### src/rtl/wvlt_cap_buf.sv
// Wavelet capture buffer: circular pre/post-trigger sample store with oldest-first readout.
// Arm, capture until the trigger plus POST samples, then freeze and drain one sample per pop.
module wvlt_cap_buf #(
   parameter int W     = 37,
   parameter int DEPTH = 12,
   parameter int POST  = 4
) (
   input  logic                         iclk,
   input  logic                         irst,
   input  logic                         iclk_ena,
   input  logic                         iena,
   input  logic signed [W-1:0]          idat,
   input  logic                         iarm,
   input  logic                         itrig,
   input  logic                         ird_req,
   output logic signed [W-1:0]          ord_dat,
   output logic                         ord_val,
   output logic [$clog2(DEPTH+1)-1:0]   ofill,
   output logic [1:0]                   ostate,
   output logic                         odone
);

   localparam int PW = $clog2(DEPTH);
   localparam int FW = $clog2(DEPTH+1);
   localparam logic [FW-1:0] DEPTH_F = FW'(DEPTH);
   localparam logic [PW-1:0] LAST_P  = PW'(DEPTH - 1);

   if (W < 8 || W > 64) begin : g_bad_w
      $error("wvlt_cap_buf: W must be within 8..64");
   end
   if (DEPTH < 2 || DEPTH > 1024) begin : g_bad_depth
      $error("wvlt_cap_buf: DEPTH must be within 2..1024");
   end
   if (POST < 0 || POST > DEPTH - 1) begin : g_bad_post
      $error("wvlt_cap_buf: POST must be within 0..DEPTH-1");
   end

   typedef enum logic [1:0] {
      S_IDLE = 2'd0,
      S_PRE  = 2'd1,
      S_POST = 2'd2,
      S_READ = 2'd3
   } state_t;

   state_t               state;
   state_t               state_d;
   logic [PW-1:0]        wr_ptr;
   logic [PW-1:0]        rd_ptr;
   logic [FW-1:0]        fill;
   logic [PW-1:0]        post_cnt;
   logic                 samp;
   logic                 post_last;
   logic                 wr_en;
   logic                 pop_en;
   logic                 done_en;
   logic signed [W-1:0]  mem [DEPTH];

   function automatic logic [PW-1:0] ptr_inc(input logic [PW-1:0] p);
      return (p == LAST_P) ? '0 : p + PW'(1);
   endfunction

   // Oldest stored sample sits fill slots behind the write pointer, modulo DEPTH.
   function automatic logic [PW-1:0] ptr_oldest(input logic [PW-1:0] wp, input logic [FW-1:0] f);
      logic [FW:0] s;
      s = {{(FW-PW+1){1'b0}}, wp} + (FW+1)'(DEPTH) - {1'b0, f};
      if (s >= (FW+1)'(DEPTH))
         s = s - (FW+1)'(DEPTH);
      return PW'(s);
   endfunction

   assign samp      = iclk_ena & iena;
   assign post_last = (int'(post_cnt) == POST - 1);
   assign rd_ptr    = ptr_oldest(wr_ptr, fill);
   assign ofill     = fill;

   always_ff @(posedge iclk or posedge irst) begin
      if (irst)
         state <= S_IDLE;
      else
         state <= state_d;
   end

   always_comb begin
      state_d = state;
      if (iarm) begin
         state_d = S_PRE;
      end else begin
         case (state)
            S_IDLE: state_d = S_IDLE;
            S_PRE:  if (itrig) state_d = (POST > 0) ? S_POST : S_READ;
            S_POST: if (samp && post_last) state_d = S_READ;
            S_READ: if (fill == '0 || (ird_req && fill == FW'(1))) state_d = S_IDLE;
            default: state_d = S_IDLE;
         endcase
      end
   end

   // Arm overrides every other strobe in the cycle it is seen.
   always_comb begin
      ostate  = state;
      wr_en   = 1'b0;
      pop_en  = 1'b0;
      done_en = 1'b0;
      if (!iarm) begin
         case (state)
            S_PRE, S_POST: wr_en = samp;
            S_READ: begin
               pop_en  = ird_req && (fill != '0);
               done_en = (fill == '0) || (pop_en && fill == FW'(1));
            end
            default: ;
         endcase
      end
   end

   always_ff @(posedge iclk or posedge irst) begin
      if (irst) begin
         wr_ptr   <= '0;
         fill     <= '0;
         post_cnt <= '0;
         ord_dat  <= '0;
         ord_val  <= 1'b0;
         odone    <= 1'b0;
      end else begin
         ord_val <= pop_en;
         odone   <= done_en;
         if (iarm) begin
            wr_ptr   <= '0;
            fill     <= '0;
            post_cnt <= '0;
         end else begin
            if (wr_en) begin
               wr_ptr <= ptr_inc(wr_ptr);
               if (fill != DEPTH_F)
                  fill <= fill + FW'(1);
               if (state == S_POST)
                  post_cnt <= post_cnt + PW'(1);
            end
            if (pop_en) begin
               ord_dat <= mem[rd_ptr];
               fill    <= fill - FW'(1);
            end
         end
      end
   end

   // Sample storage carries no reset; contents are meaningless until rewritten.
   always_ff @(posedge iclk) begin
      if (wr_en)
         mem[wr_ptr] <= idat;
   end

endmodule

### config.mk
export PLATFORM = sky130hd
export DESIGN_NAME = wvlt_cap_buf
export DESIGN_NICKNAME = d
export VERILOG_FILES = /design/src/rtl/wvlt_cap_buf.sv
export SDC_FILE = /design/constraint.sdc
export NUM_CORES = 1
export LEC_CHECK = 0
export BUFFER_PORTS_ARGS = -buffer_cell sky130_fd_sc_hd__buf_2
export CORE_ASPECT_RATIO = 0.75
export CORE_MARGIN = 2
export CORE_UTILIZATION = 35
export CTS_CLUSTER_DIAMETER = 40
export DETAILED_ROUTE_END_ITERATION = 10
export PLACE_DENSITY = 0.51
export SYNTH_ARGS = -nofsm -noshare
export SYNTH_HDL_FRONTEND = slang
export SYNTH_SLANG_ARGS = --single-unit
export TNS_END_PERCENT = 1
### constraint.sdc
create_clock -name iclk -period 3.5 [get_ports iclk]
set_input_delay 0.35 -clock iclk [delete_from_list [all_inputs] [get_ports iclk]]
set_output_delay 0.35 -clock iclk [all_outputs]
set_load 0.05 [all_outputs]
# Word-level counts from Yosys, hierarchy flattened
# Memory sizes are Yosys's and may differ from the RTL's. A register that Yosys moved wholly into a read port is not among the register bits.
# Index checks and enable logic that the tools add are counted.
# Widths: inputs -> output; s select.
# word_totals
memories	1
ram_bits	444
inputBits	44
out_inout_bits	45
register_bits	16
wordCells	69
# memory_table
memory	depth	width	read_ports	rd_clocked_by_memory_dff	write_ports	line_no	source
mem	12	37	1	1	1	56	logic signed [W-1:0] mem [DEPTH];
# op_classes
add_sub_neg	7
eq_ne	10
n_mux	24
n_reduce_logical	18
magnitude_cmp	1
bitwise_logic	2
# ops
op	n
$mux 4	11
$add 4x1->4 const B	3
$ne 3x3->1 const B	3
$mux 1	8
$mux 2	4
$pmux 2 s4	1
$reduce_and 2->1	3
$reduce_bool 3->1	2
$add 4x4->5 const B	1
$ge 5x4->1 const B	1
$sub 5x4->5	1
$eq 2x2->1 const B	2
$eq 4x1->1 const B	1
$eq 4x3->1 const B	1
$eq 4x4->1 const B	1
$logic_and 1x1->1	4
$logic_not 4->1	1
$ne 4x4->1 const B	1
$reduce_bool 2->1	2
$reduce_bool 4->1	1
$sub 4x1->4 const B	1
$sub 4x4->4 const B	1
$reduce_and 3->1	1
$eq 2x1->1 const B	1
other kinds (5)	6

# Depth between registers and ports, before layout
# logic_depth
word_depth	7
depth_mapped	16

# Worst setup path after synthesis
# Ideal clock, no wire load.
# synth_timing
kind	flip-flop to flip-flop
start	register fill[1], in the netlist ofill[1]
end	register ord_dat[13], read port of mem
required_time_ns	3.374
n_path_buf	2
arrival_ns	3.750
stages_incl_launch_ff	16
setup_time_ns	0.126
synth_period_minus_slack_ns	3.876
slack_ns	-0.376
path_cell_list	dfrtp_1 > inv_1 > ha_1 > ha_1 > inv_1 > fa_1 > inv_1 > ha_1 > and3b_1 > a211oi_1 > a211oi_2 > nor2b_1 > buf_6 > buf_6 > mux2_4 > a221o_1
# synth_between
elab_chain_len	5
# synth_lines
item	line_no	source
start, declared	49	logic [FW-1:0] fill;
start signal, assigned	135	fill <= fill + FW'(1);
start signal, assigned	141	fill <= fill - FW'(1);
parallel branches: the longest is 5 deep, another holds $sub 5x4->5	--	
end, declared	16	output logic signed [W-1:0] ord_dat,
# Several ways; the timed one is not identified.
# A chain may end at the register's enable or synchronous reset.

# Final worst setup path
# layout_timing
start	register fill[0], in the netlist ofill[0]
end	register ord_dat[9], read port of mem
# Same word-level chain as after synthesis.

==> flow_summary.json <==
{
  "multi_input_area_um2": 4620,
  "fin_worst_skew_ns": 0.0325,
  "max_slew.worst_pin.slew_ns": 0.744,
  "synth_ff_type": "edfxtp_1",
  "finalSetupViolations": 0,
  "r2r-start": "ofill[0]",
  "dp_hpwl_mm": 22.8,
  "crit_type": "reg2reg",
  "drt-total-wl_mm": 46.0,
  "worst_setup_path_end_kind": "register",
  "nNetsFinal": 1150,
  "worstPathRequired_ns": 3.96,
  "yosysWarnings": 0,
  "synth_cells": 942,
  "grt_usage_pct": 15.9,
  "synth_edf_count": 444,
  "status": "finished clean",
  "synth_fp_nets": 1007,
  "synth_cell_type_count": 47,
  "crit_path_start_kind": "register",
  "hold_slack_ns": 0.0851,
  "path_max_fanout": 7,
  "grt_antenna_before_repair": 4,
  "drive_above_1_share_pct": 34.5,
  "max_slew_margin_pct": 50.4,
  "clockBufferDepth": 3,
  "netlist_area_um2": 19500,
  "leakagePower_uw": 0.00801,
  "grt.busiest_layer": "met2",
  "first_pass_iters": 5,
  "power_uw": 18000,
  "rr_endpoint": "ord_dat[9]",
  "rsz0062_at_grt": "no",
  "dieArea_um2": 57600,
  "h-tree-depth": 2,
  "min_period_ns": 3.38,
  "slowest_stage": "fa_1",
  "fin_util_pct": 42.6,
  "filler_cell_count": 4757,
  "vias": 9486,
  "start_util_pct": 35.6,
  "avgSynthCellArea_um2": 20.7,
  "vias_per_cell": 5.12,
  "arrival_ns": 3.84,
  "core_um2": 54700,
  "antenna_left": 0,
  "regArea_um2": 14700,
  "area_growth_pct": 19.7,
  "die_y_um": 208,
  "max_stage_delay_ns": 0.54,
  "met1_usage_pct": 23.0,
  "rr_worst_depth": 15,
  "crit_chain": "ha_4 -> inv_1 -> ha_4 -> inv_1 -> fa_1 -> inv_2 -> ha_1 -> and3b_2 -> a211oi_2 -> a211oi_2 -> nor2b_4 -> buf_12 -> clkbuf_16 -> mux2_4 -> a221o_1",
  "route.detailed.wl_per_inst_um": 24.8,
  "ys_seq_elements": 497,
  "cts_tree": "done",
  "crit_start": "ofill[0]",
  "port_buffers": 88,
  "grt_max_degree": 112,
  "chipWidth_um": 276,
  "slew_viol_final": 0,
  "ios": 89,
  "grt_pass1_wl_mm": 67.3,
  "num_rows": 74,
  "grt_pass1_vias": 9920,
  "drc_errors": 0,
  "rrSetupSlack_ns": 0.12,
  "cts_buffers": 56,
  "powerDensity_nw_per_um2": 773,
  "drt_iter0_drc": 828,
  "met3_usage_pct": 3.31,
  "ir_worst_vdd_mv": 0.461,
  "max_cap_viol_count": 0,
  "setup_ws_ns": 0.120,
  "max_freq_mhz": 296,
  "finalHoldViolations": 0,
  "hold_class": "in2reg",
  "gr-usage-met2_pct": 24.9,
  "tns_ns": 0,
  "n_antenna_cell": 0,
  "crit_end": "ord_dat[9]",
  "gp_congestion": 0.710,
  "seq_area_frac_synth_pct": 75.3,
  "clk_latency_ns": 0.59,
  "root_buffer": "clkbuf_16",
  "min_period_over_period_pct": 96.6,
  "async_flop_share_pct": 10.7,
  "clock_sinks": 497,
  "path_clk_slew_ns": 0.06,
  "place_ws_ns": 0.0515,
  "grt_overflow_total": 0
}
how the worst min path moves through the flow:
| stage | from | to | slack, ns | depth (start not counted) |
|---|---|---|---|---|
| after floorplan | idat[0] | mem[0][0] | 0.45 | 0 |
| after global placement | irst | ostate[1] | 0.47 | 3 |
| after detailed placement | irst | ostate[1] | 0.47 | 3 |
| after CTS | idat[32] | mem[3][32] | 0.06 | 1 |
| after global routing | idat[33] | mem[2][33] | 0.08 | 1 |
| final | idat[30] | mem[3][30] | 0.09 | 1 |
where the power goes:
group          internal (uW)  switching, uW  leakage [uW]
logic                   2330           2610       0.00236
registers               6690            172       0.00470
clock network           3820           2400      0.000945
total                  12800           5170       0.00801
cells in the final DEF (no fill, tap or decap), drive strengths merged, types with 5 or more instances in the layout:
cell type,count
edfxtp,444
buf,129
mux4,111
clkbuf,75
dfrtp,53
nand2,50
nor2,47
a221o,37
mux2,36
inv,25
ha,20
and2,14
a21oi,11
clkinv,11
bufinv,10
o21ai,8
clkinvlp,5
metrics by stage:
step           std cells  instance area, um2
2_1_floorplan        942               19500
3_3_place_gp        1742               21200
3_5_place_dp        1742               21200
4_1_cts             1848               23200
5_1_grt             1854               23300
6_report            1854               23300
logic make-up (layout without fill, tap and decap cells):
| group | after synthesis | count (layout) | share of synthesized area [%] |
|---|---|---|---|
| DFF | 497 | 497 | 75.3 |
| muxes | 148 | 148 | 15.5 |
| and+or+nand+nor | 138 | 138 | 3.22 |
| AOI/OAI and AO/OA | 66 | 66 | 2.80 |
| buffers and inverters | 66 | 256 | 1.50 |
| adders and majority gates | 21 | 21 | 1.39 |
| xor gates and xnor gates | 6 | 6 | 0.270 |
metal layers:
layer / share of wire (%) / vias up
li1: - / 4134
met1: 47 / 5066
met2: 47 / 211
met3: 4.8 / 67
met4: 1.6 / 8
met5: 0.11 / -
area by class of cell:
| cell class | count | share of cell area [%] |
|---|---|---|
| clock inverter | 32 | 1.97 |
| timing repair buffer | 132 | 4.57 |
| multi-input combinational | 379 | 19.8 |
| sequential | 497 | 62.9 |
| tap | 722 | 3.88 |
| inverter | 19 | 0.306 |
| clock buffer | 73 | 6.51 |
cells in the mapped netlist, types with 11 or more instances:
master | n | area share [%]
a21oi_1 | 11 | 0.28
a221o_1 | 37 | 1.9
and2_1 | 14 | 0.45
buf_2 | 11 | 0.28
clkbuf_1 | 31 | 0.60
dfrtp_1 | 53 | 6.8
edfxtp_1 | 444 | 68
ha_1 | 20 | 1.3
inv_1 | 18 | 0.35
mux2_4 | 29 | 2.2
mux4_2 | 111 | 13
nand2_1 | 50 | 0.96
nor2_1 | 47 | 0.91
state kept, by name (all words and copies together), names as in the netlist:
register  flops
wr_ptr        4
odone         1
ofill         4
ord_val       1
mem         444
post_cnt      4
ostate        2
ord_dat      37
repair_timing:
item / CTS / global route
setup endpoints to repair: 0 / 31
hold endpoints to repair: 53 / 0
resized for setup: 0 / 7
hold buffers: 1 / 0
buffers inserted: 0 / 3
critical path, delay by kind of cell (launching register included):
family,cells,cell delay [ns]
AOI/OAI and AO/OA,3,0.57
and+or+nand+nor,2,0.41
DFF,1,0.42
muxes,1,0.30
buffers and inverters,5,0.55
adders and majority gates,4,1.02
Power figures use the tool's default switching activity.
